**src/rtl/imem_loader_pkg.sv**
```systemverilog
// Shared definitions for the instruction-memory loader: state encoding, widths and header check.
package imem_loader_pkg;

   localparam int unsigned IMEM_SIZE_DEF = 1024;
   localparam int unsigned LEN_W         = 16;
   localparam int unsigned CNT_W         = 18;
   localparam int unsigned ADDR_W        = 32;

   typedef enum logic [2:0] {
      IDLE   = 3'd0,
      LEN_HI = 3'd1,
      LEN_LO = 3'd2,
      LOAD   = 3'd3,
      DONE   = 3'd4,
      ERROR  = 3'd5
   } state_t;

   // True when an image of n words starting at base ends inside a memory of size bytes.
   function automatic logic hdr_fits(input logic [ADDR_W-1:0] base,
                                     input logic [ADDR_W-1:0] size,
                                     input logic [LEN_W-1:0]  n);
      logic [ADDR_W:0] last;
      last = {1'b0, base} + (ADDR_W+1)'({n, 2'b00});
      return last <= {1'b0, size};
   endfunction

endpackage

```
**src/rtl/imem_loader.sv**
```systemverilog
// Streams a length-prefixed program image into instruction memory byte by byte,
// holding the CPU until the whole image has been written.
module imem_loader
   import imem_loader_pkg::*;
#(
   parameter int unsigned IMSize    = IMEM_SIZE_DEF,
   parameter int unsigned BASE_ADDR = 0
) (
   input  logic              clock,
   input  logic              reset,
   input  logic              start,
   input  logic              in_valid,
   input  logic [7:0]        in_data,
   output logic              in_ready,
   output logic              mem_we,
   output logic [ADDR_W-1:0] mem_addr,
   output logic [7:0]        mem_wdata,
   output logic              cpu_hold,
   output logic              done,
   output logic              error
);

   state_t           state;
   logic [7:0]       len_hi;
   logic [CNT_W-1:0] k;
   logic [CNT_W-1:0] k_last;
   logic             hs;
   logic [LEN_W-1:0] n_in;

   assign hs   = in_valid && in_ready;
   assign n_in = {len_hi, in_data};

   // Loader FSM with registered stream, memory and status outputs.
   always_ff @(posedge clock or posedge reset) begin
      if (reset) begin
         state     <= IDLE;
         len_hi    <= 8'd0;
         k         <= '0;
         k_last    <= '0;
         in_ready  <= 1'b0;
         mem_we    <= 1'b0;
         mem_addr  <= '0;
         mem_wdata <= 8'd0;
         cpu_hold  <= 1'b1;
         done      <= 1'b0;
         error     <= 1'b0;
      end else begin
         mem_we <= 1'b0;
         case (state)
            IDLE, DONE, ERROR: begin
               if (start) begin
                  state    <= LEN_HI;
                  in_ready <= 1'b1;
                  cpu_hold <= 1'b1;
                  done     <= 1'b0;
                  error    <= 1'b0;
               end
            end
            LEN_HI: begin
               if (hs) begin
                  len_hi <= in_data;
                  state  <= LEN_LO;
               end
            end
            LEN_LO: begin
               if (hs) begin
                  k      <= '0;
                  k_last <= CNT_W'({n_in, 2'b00}) - CNT_W'(1);
                  if (n_in == '0) begin
                     state    <= DONE;
                     in_ready <= 1'b0;
                     done     <= 1'b1;
                     cpu_hold <= 1'b0;
                  end else if (!hdr_fits(ADDR_W'(BASE_ADDR), ADDR_W'(IMSize), n_in)) begin
                     state    <= ERROR;
                     in_ready <= 1'b0;
                     error    <= 1'b1;
                  end else begin
                     state <= LOAD;
                  end
               end
            end
            LOAD: begin
               if (hs) begin
                  mem_we    <= 1'b1;
                  mem_addr  <= ADDR_W'(BASE_ADDR) + ADDR_W'(k);
                  mem_wdata <= in_data;
                  k         <= k + CNT_W'(1);
                  // The final byte's write pulse lands on the first DONE cycle.
                  if (k == k_last) begin
                     state    <= DONE;
                     in_ready <= 1'b0;
                     done     <= 1'b1;
                     cpu_hold <= 1'b0;
                  end
               end
            end
            default: begin
               state    <= IDLE;
               in_ready <= 1'b0;
            end
         endcase
      end
   end

endmodule

```
**config.mk**
```make
export PLATFORM = sky130hd
export DESIGN_NAME = imem_loader
export DESIGN_NICKNAME = d
export VERILOG_FILES = /design/src/rtl/imem_loader_pkg.sv /design/src/rtl/imem_loader.sv
export SDC_FILE = /design/constraint.sdc
export NUM_CORES = 1
export LEC_CHECK = 0
export CORE_MARGIN = 1
export CORE_UTILIZATION = 56
export CTS_BUF_LIST = sky130_fd_sc_hd__clkbuf_4 sky130_fd_sc_hd__clkbuf_8
export DETAILED_ROUTE_END_ITERATION = 7
export PLACE_DENSITY = 0.82
export SLEW_MARGIN = 10
export SYNTH_ARGS = -nofsm -noshare
export SYNTH_HDL_FRONTEND = slang
export SYNTH_SLANG_ARGS = --single-unit
export TNS_END_PERCENT = 50
```
**constraint.sdc**
```tcl
create_clock -name clock -period 3.6 [get_ports clock]
set_clock_uncertainty 0.2 [all_clocks]
set_input_delay 1.08 -clock clock [delete_from_list [all_inputs] [get_ports clock]]
set_output_delay 1.08 -clock clock [all_outputs]
set_load 0.005 [all_outputs]
```
# == Word-level counts from Yosys, hierarchy flattened ==
# Cells that the tools add are included.
# word_totals
output_inout_bits,45
elab_cells,78
inputBits,12
register_bits,78
# op_classes
eq_ne,15
bitwise_logic,1
n_lt_le_gt_ge,1
addsub,2
reduce_logical,15
n_mux,33
# ops
cell,count
$mux W18,2
$pmux W18 S2,1
$mux W3,7
$add A18 B1 Y18 const B,1
$eq A18 B18 Y1,1
$le A18 B11 Y1 const B,1
$mux W1,18
$sub A18 B1 Y18 const B,1
$logic_not A16 Y1,1
$ne A2 B2 Y1 const B,8
$pmux W3 S4,1
$reduce_and A6 Y1,2
$reduce_and A5 Y1,2
$eq A3 B2 Y1 const B,2
$eq A3 B3 Y1 const B,2
$pmux W1 S3,2
$reduce_and A2 Y1,3
$pmux W1 S4,1
$reduce_bool A2 Y1,2
$eq A3 B1 Y1 const B,1
$logic_not A3 Y1,1
$ne A3 B3 Y1 const B,1
$reduce_and A3 Y1,1
$reduce_bool A3 Y1,1
other kinds (4),4

# == Depth between registers and ports, before layout ==
# logic_depth
depth_word,5
ltp_mapped,9
mapped_depth_nobuf,6

# == Worst setup path before layout ==
# Ideal clock, no wire load.
# synth_path
path_kind,input port to flip-flop
from,input in_valid
to,register k_last[4]
arrival_ns,2.222
path_stages,7
slack_ns,1.041
n_path_buf,2
setup_ns,0.136
required_ns,3.264
cell_sequence,nand2_1 -> nor3_1 -> nand2b_1 -> clkbuf_1 -> clkbuf_1 -> nand2_1 -> o21ai_0
# synth_via
elab_chain_cells,2
# synth_lines
element,line,text
"start, declared",imem_loader.sv:12,"input logic in_valid,"
$logic_and A1 B1 Y1,imem_loader.sv:30,assign hs = in_valid && in_ready;
$reduce_and A2 Y1 (no source line),-,
"end signal, assigned",imem_loader.sv:68,"k_last <= CNT_W'({n_in, 2'b00}) - CNT_W'(1);"
"end, declared",imem_loader.sv:26,logic [CNT_W-1:0] k_last;
# Every way passes these cells.
# A chain may end at the register's enable or synchronous reset.

# == Worst setup path after layout ==
# layout_path
from,input in_data[2]
to,register k_last[14]
# layout_via
elab_chain_cells,1
# layout_lines
element,line,text
"start, declared",imem_loader.sv:13,"input logic [7:0] in_data,"
$sub A18 B1 Y18,imem_loader.sv:68,
# Every way passes these cells.

==> load_flow_metrics.sql <==
INSERT INTO impl_metrics (metric_group, metric, value, unit) VALUES
('yosys', 'synth_ff_type', 'sky130_fd_sc_hd__dfrtp_1', ''),
('worst_setup_path', 'critPathSlowestCell', 'sky130_fd_sc_hd__clkdlybuf4s50_1', ''),
('grt', 'gr-total-overflow', '0', ''),
('sta', 'fin_hold_ws', '0.277', 'ns'),
('floorplanning', 'floorplan.io_pins', '57', ''),
('power_and_ir_drop', 'leakage', '2.10', 'nW'),
('drt', 'viasPerCell', '5.64', ''),
('cts', 'clock_sinks', '77', ''),
('worst_setup_path', 'largest_delay_contributor_family_on_the_critical_path', 'simple AND/OR/NAND/NOR gates', ''),
('floorplanning', 'floorplan.rows', '29', ''),
('grt', 'grt_pass1_vias', '2832', ''),
('worst_setup_path', 'timing.critical_path.buf_inv', '1', ''),
('cts', 'cts_hold_buffers', '0', ''),
('sta', 'final-setup-viol-count', '0', ''),
('grt', 'track_usage', '23.6', '%'),
('yosys', 'syn_area_per_cell', '9.06', 'µm²'),
('grt', 'grt_util_met3', '4.47', '%'),
('sta', 'final_period_minus_worst_setup_slack', '3.00', 'ns'),
('cells_and_area', 'areaGrowthSynthToFinish', '16.3', '%'),
('yosys', 'synth_enable_flop_cells', '0', ''),
('cells_and_area', 'fill_cells', '497', ''),
('floorplanning', 'floorplan.initialDensity', '59.3', '%'),
('placement', 'detailedPlacementHpwl', '5410', 'µm'),
('drt', 'wirelength_per_cell', '14.6', 'µm'),
('grt', 'use_met1', '31.5', '%'),
('cells_and_area', 'final_design_area_no_fill', '4480', 'µm²'),
('sta', 'max_slew.worst_pin.slew', '0.696', 'ns'),
('sta', 'final-max-slew-violation-count', '0', ''),
('worst_setup_path', 'cp_cell_sequence', 'clkdlybuf4s50_1, nor4_2, nand4_1, nor4_1, xnor2_1, o21ai_0', ''),
('worst_setup_path', 'max_stage_delay', '0.52', 'ns'),
('cts', 'tritoncts', 'done', ''),
('cts', 'clk_path_buf_depth', '2', ''),
('cells_and_area', 'stdcell_count', '542', ''),
('grt', 'grt_busiest_layer', 'met2', ''),
('cells_and_area', 'finish.net_count', '474', ''),
('grt', 'grt_first_pass_wirelength', '13400', 'µm'),
('placement', 'placed_cells', '526', ''),
('sta', 'timing.final.ws_setup', '0.599', 'ns'),
('power_and_ir_drop', 'worst_ir_drop_vdd', '0.000433', 'V'),
('cells_and_area', 'antenna_cells', '0', ''),
('yosys', 'synth_seq_cells', '77', ''),
('sta', 'max_freq', '0.333', 'GHz'),
('outcome', 'failed_checks', 'design-rule violations', ''),
('outcome', 'run_status', 'complete, but fails checks', ''),
('cts', 'number_of_levels_in_the_clock_h_tree', '3', ''),
('cts', 'cts_root_buf', 'sky130_fd_sc_hd__clkbuf_8', ''),
('sta', 'finalHoldViolCount', '0', ''),
('cts', 'cts_buffers', '9', ''),
('worst_setup_path', 'worstPathRequired', '3.62', 'ns'),
('floorplanning', 'chipHeight', '84.9', 'µm'),
('yosys', 'post_synth_inst_count', '425', ''),
('drt', 'drt_pre_antenna_iters', '6', ''),
('power_and_ir_drop', 'internal_power_contribution', '1.95', 'mW'),
('drt', 'final_antenna_net_count', '0', ''),
('flow_run', 'max_cap_viol_count', '0', ''),
('worst_setup_path', 'cp.arrival', '3.02', 'ns'),
('yosys', 'synthesis.yosys.warnings', '0', ''),
('placement', 'gp_routability_congestion', '0.893', ''),
('grt', 'grt_start_max_net_pins', '55', ''),
('drt', 'drc', '4', ''),
('placement', 'setup_slack_at_placement', '0.278', 'ns'),
('worst_setup_path', 'critical_path.endpoint_type', 'flop', ''),
('cells_and_area', 'final_layout_size_suffix_gt1_share', '8.17', '%'),
('power_and_ir_drop', 'p_sw', '1.06', 'mW'),
('floorplanning', 'core', '6490', 'µm²'),
('yosys', 'syn_area', '3850', 'µm²'),
('grt', 'number_of_antenna_violations_at_the_first_check_in_global_routing', '0', ''),
('drt', 'post_detailed_routing_wire_length', '7890', 'µm'),
('floorplanning', 'die-width', '84.9', 'µm'),
('worst_hold_path', 'min_path_type', 'reg2reg', ''),
('power_and_ir_drop', 'switching_share', '35.1', '%');
## sequential cells by signal, summed over array words and instances (netlist names)
signal,flops
mem_we,1
mem_wdata,8
k_last,17
k,18
cpu_hold,1
state,3
len_hi,8
in_ready,1
error,1
mem_addr,18
done,1
## cell type report
type	count	area [µm²]	area share (%)
Sequential cell	77	1930	43.0
Multi-Input combinational cell	313	1720	38.4
Inverter	10	37.5	0.838
Tap cell	77	96.3	2.15
Timing Repair Buffer	49	485	10.8
Clock buffer	11	151	3.38
Clock inverter	5	58.8	1.31
## routing by layer
metal | wire length [µm] | vias to the layer above | share of wire (%)
met2 | 3880 | 82 | 49
met4 | 116 | 0 | 1.5
met5 | 0 | - | 0
li1 | - | 1482 | -
met3 | 345 | 13 | 4.4
met1 | 3550 | 1480 | 45
## worst reg2reg max path, delay by kind of cell, from the launching register on
kind / cells / cell delay (ns)
flip-flops: 1 / 0.61
AND/OR/NAND/NOR: 3 / 0.74
buffers and inverters: 2 / 0.66
AO/OA/AOI/OAI: 1 / 0.16
## power by group through the flow
| stage | logic, mW | registers (mW) | clock network, mW |
|---|---|---|---|
| global route | 1.11 | 1.39 | 0.719 |
| finish | 0.977 | 1.35 | 0.678 |
| CTS | 0.981 | 1.35 | 0.686 |
| global placement | 0.942 | 1.35 | 0 |
| floorplan | 0.691 | 1.29 | 0 |
| detailed placement | 0.963 | 1.37 | 0 |
## worst paths after layout
check	slack, ns	startpoint	cells after the start	end
worst max-delay path	0.60	in_data[2]	6	k_last[14]$_DFFE_PP0P_
worst min-delay path	0.28	mem_addr[3]$_DFFE_PP0P_	2	mem_addr[3]$_DFFE_PP0P_
worst max register to register	1.15	state[0]$_DFFE_PP0P_	6	k[13]$_DFFE_PP0P_
worst min register to register	0.28	mem_addr[3]$_DFFE_PP0P_	2	mem_addr[3]$_DFFE_PP0P_
max in group asynchronous	1.63	reset	3	cpu_hold$_DFFE_PP1P_
min in group asynchronous	0.87	reset	2	mem_addr[3]$_DFFE_PP0P_
## synthesized netlist by cell type (2+ instances only)
cell                       number  area (µm²)
sky130_fd_sc_hd__mux2_2         6        67.6
sky130_fd_sc_hd__and3_1         7        43.8
sky130_fd_sc_hd__o31ai_1        2        15.0
sky130_fd_sc_hd__o21a_1         2        15.0
sky130_fd_sc_hd__inv_1         10        37.5
sky130_fd_sc_hd__nand2_1      115         432
sky130_fd_sc_hd__or4_1          2        15.0
sky130_fd_sc_hd__nand2b_1       2        12.5
sky130_fd_sc_hd__a21oi_1        7        35.0
sky130_fd_sc_hd__o211ai_1       3        22.5
sky130_fd_sc_hd__a31oi_1       10        62.6
sky130_fd_sc_hd__o21ai_0       39         195
sky130_fd_sc_hd__dfrtp_1       76        1900
sky130_fd_sc_hd__nand3_1        9        45.0
sky130_fd_sc_hd__and2_1         2        12.5
sky130_fd_sc_hd__buf_2          9        45.0
sky130_fd_sc_hd__and4_1         3        26.3
sky130_fd_sc_hd__xnor2_1       11        96.3
sky130_fd_sc_hd__xor2_1        21         184
sky130_fd_sc_hd__a22o_1         2        17.5
sky130_fd_sc_hd__nand3b_1       2        15.0
sky130_fd_sc_hd__nor2_1        13        48.8
sky130_fd_sc_hd__o21bai_1       3        22.5
sky130_fd_sc_hd__buf_4         14         105
sky130_fd_sc_hd__nand4_1        4        25.0
sky130_fd_sc_hd__nor4_1         5        31.3
sky130_fd_sc_hd__nor3_1         7        35.0
sky130_fd_sc_hd__clkbuf_1      14        52.6
sky130_fd_sc_hd__ha_1           2        25.0
sky130_fd_sc_hd__or4_4          2        22.5
## kinds of logic (layout without fill, tap and decap cells)
family / count (synthesis) / count (layout) / share of synthesized area, %
muxes: 6 / 6 / 1.75
buffers and inverters: 48 / 75 / 6.47
AOI/OAI and AO/OA: 76 / 76 / 11.7
DFF: 77 / 77 / 50.1
xor gates and xnor gates: 32 / 32 / 7.28
and+or+nand+nor: 183 / 183 / 22.0
other: 1 / 14 / 0.0974
adders and majority gates: 2 / 2 / 0.650
## cell usage in the layout, fill, tap and decap left out, types with 4 or more instances in the layout
cell	netlist	final
sky130_fd_sc_hd__nand2_1	115	115
sky130_fd_sc_hd__dfrtp_1	76	76
sky130_fd_sc_hd__clkdlybuf4s50_1	0	42
sky130_fd_sc_hd__o21ai_0	39	39
sky130_fd_sc_hd__xor2_1	21	21
sky130_fd_sc_hd__conb_1	1	14
sky130_fd_sc_hd__nor2_1	13	13
sky130_fd_sc_hd__xnor2_1	11	11
sky130_fd_sc_hd__clkbuf_8	0	11
sky130_fd_sc_hd__a31oi_1	10	10
sky130_fd_sc_hd__inv_1	10	9
sky130_fd_sc_hd__nand3_1	9	9
sky130_fd_sc_hd__nor3_1	7	7
sky130_fd_sc_hd__and3_1	7	7
sky130_fd_sc_hd__a21oi_1	7	7
sky130_fd_sc_hd__mux2_2	6	6
sky130_fd_sc_hd__buf_4	14	6
sky130_fd_sc_hd__nor4_1	5	5
sky130_fd_sc_hd__nand4_1	4	4
Power figures use the tool's default switching activity.
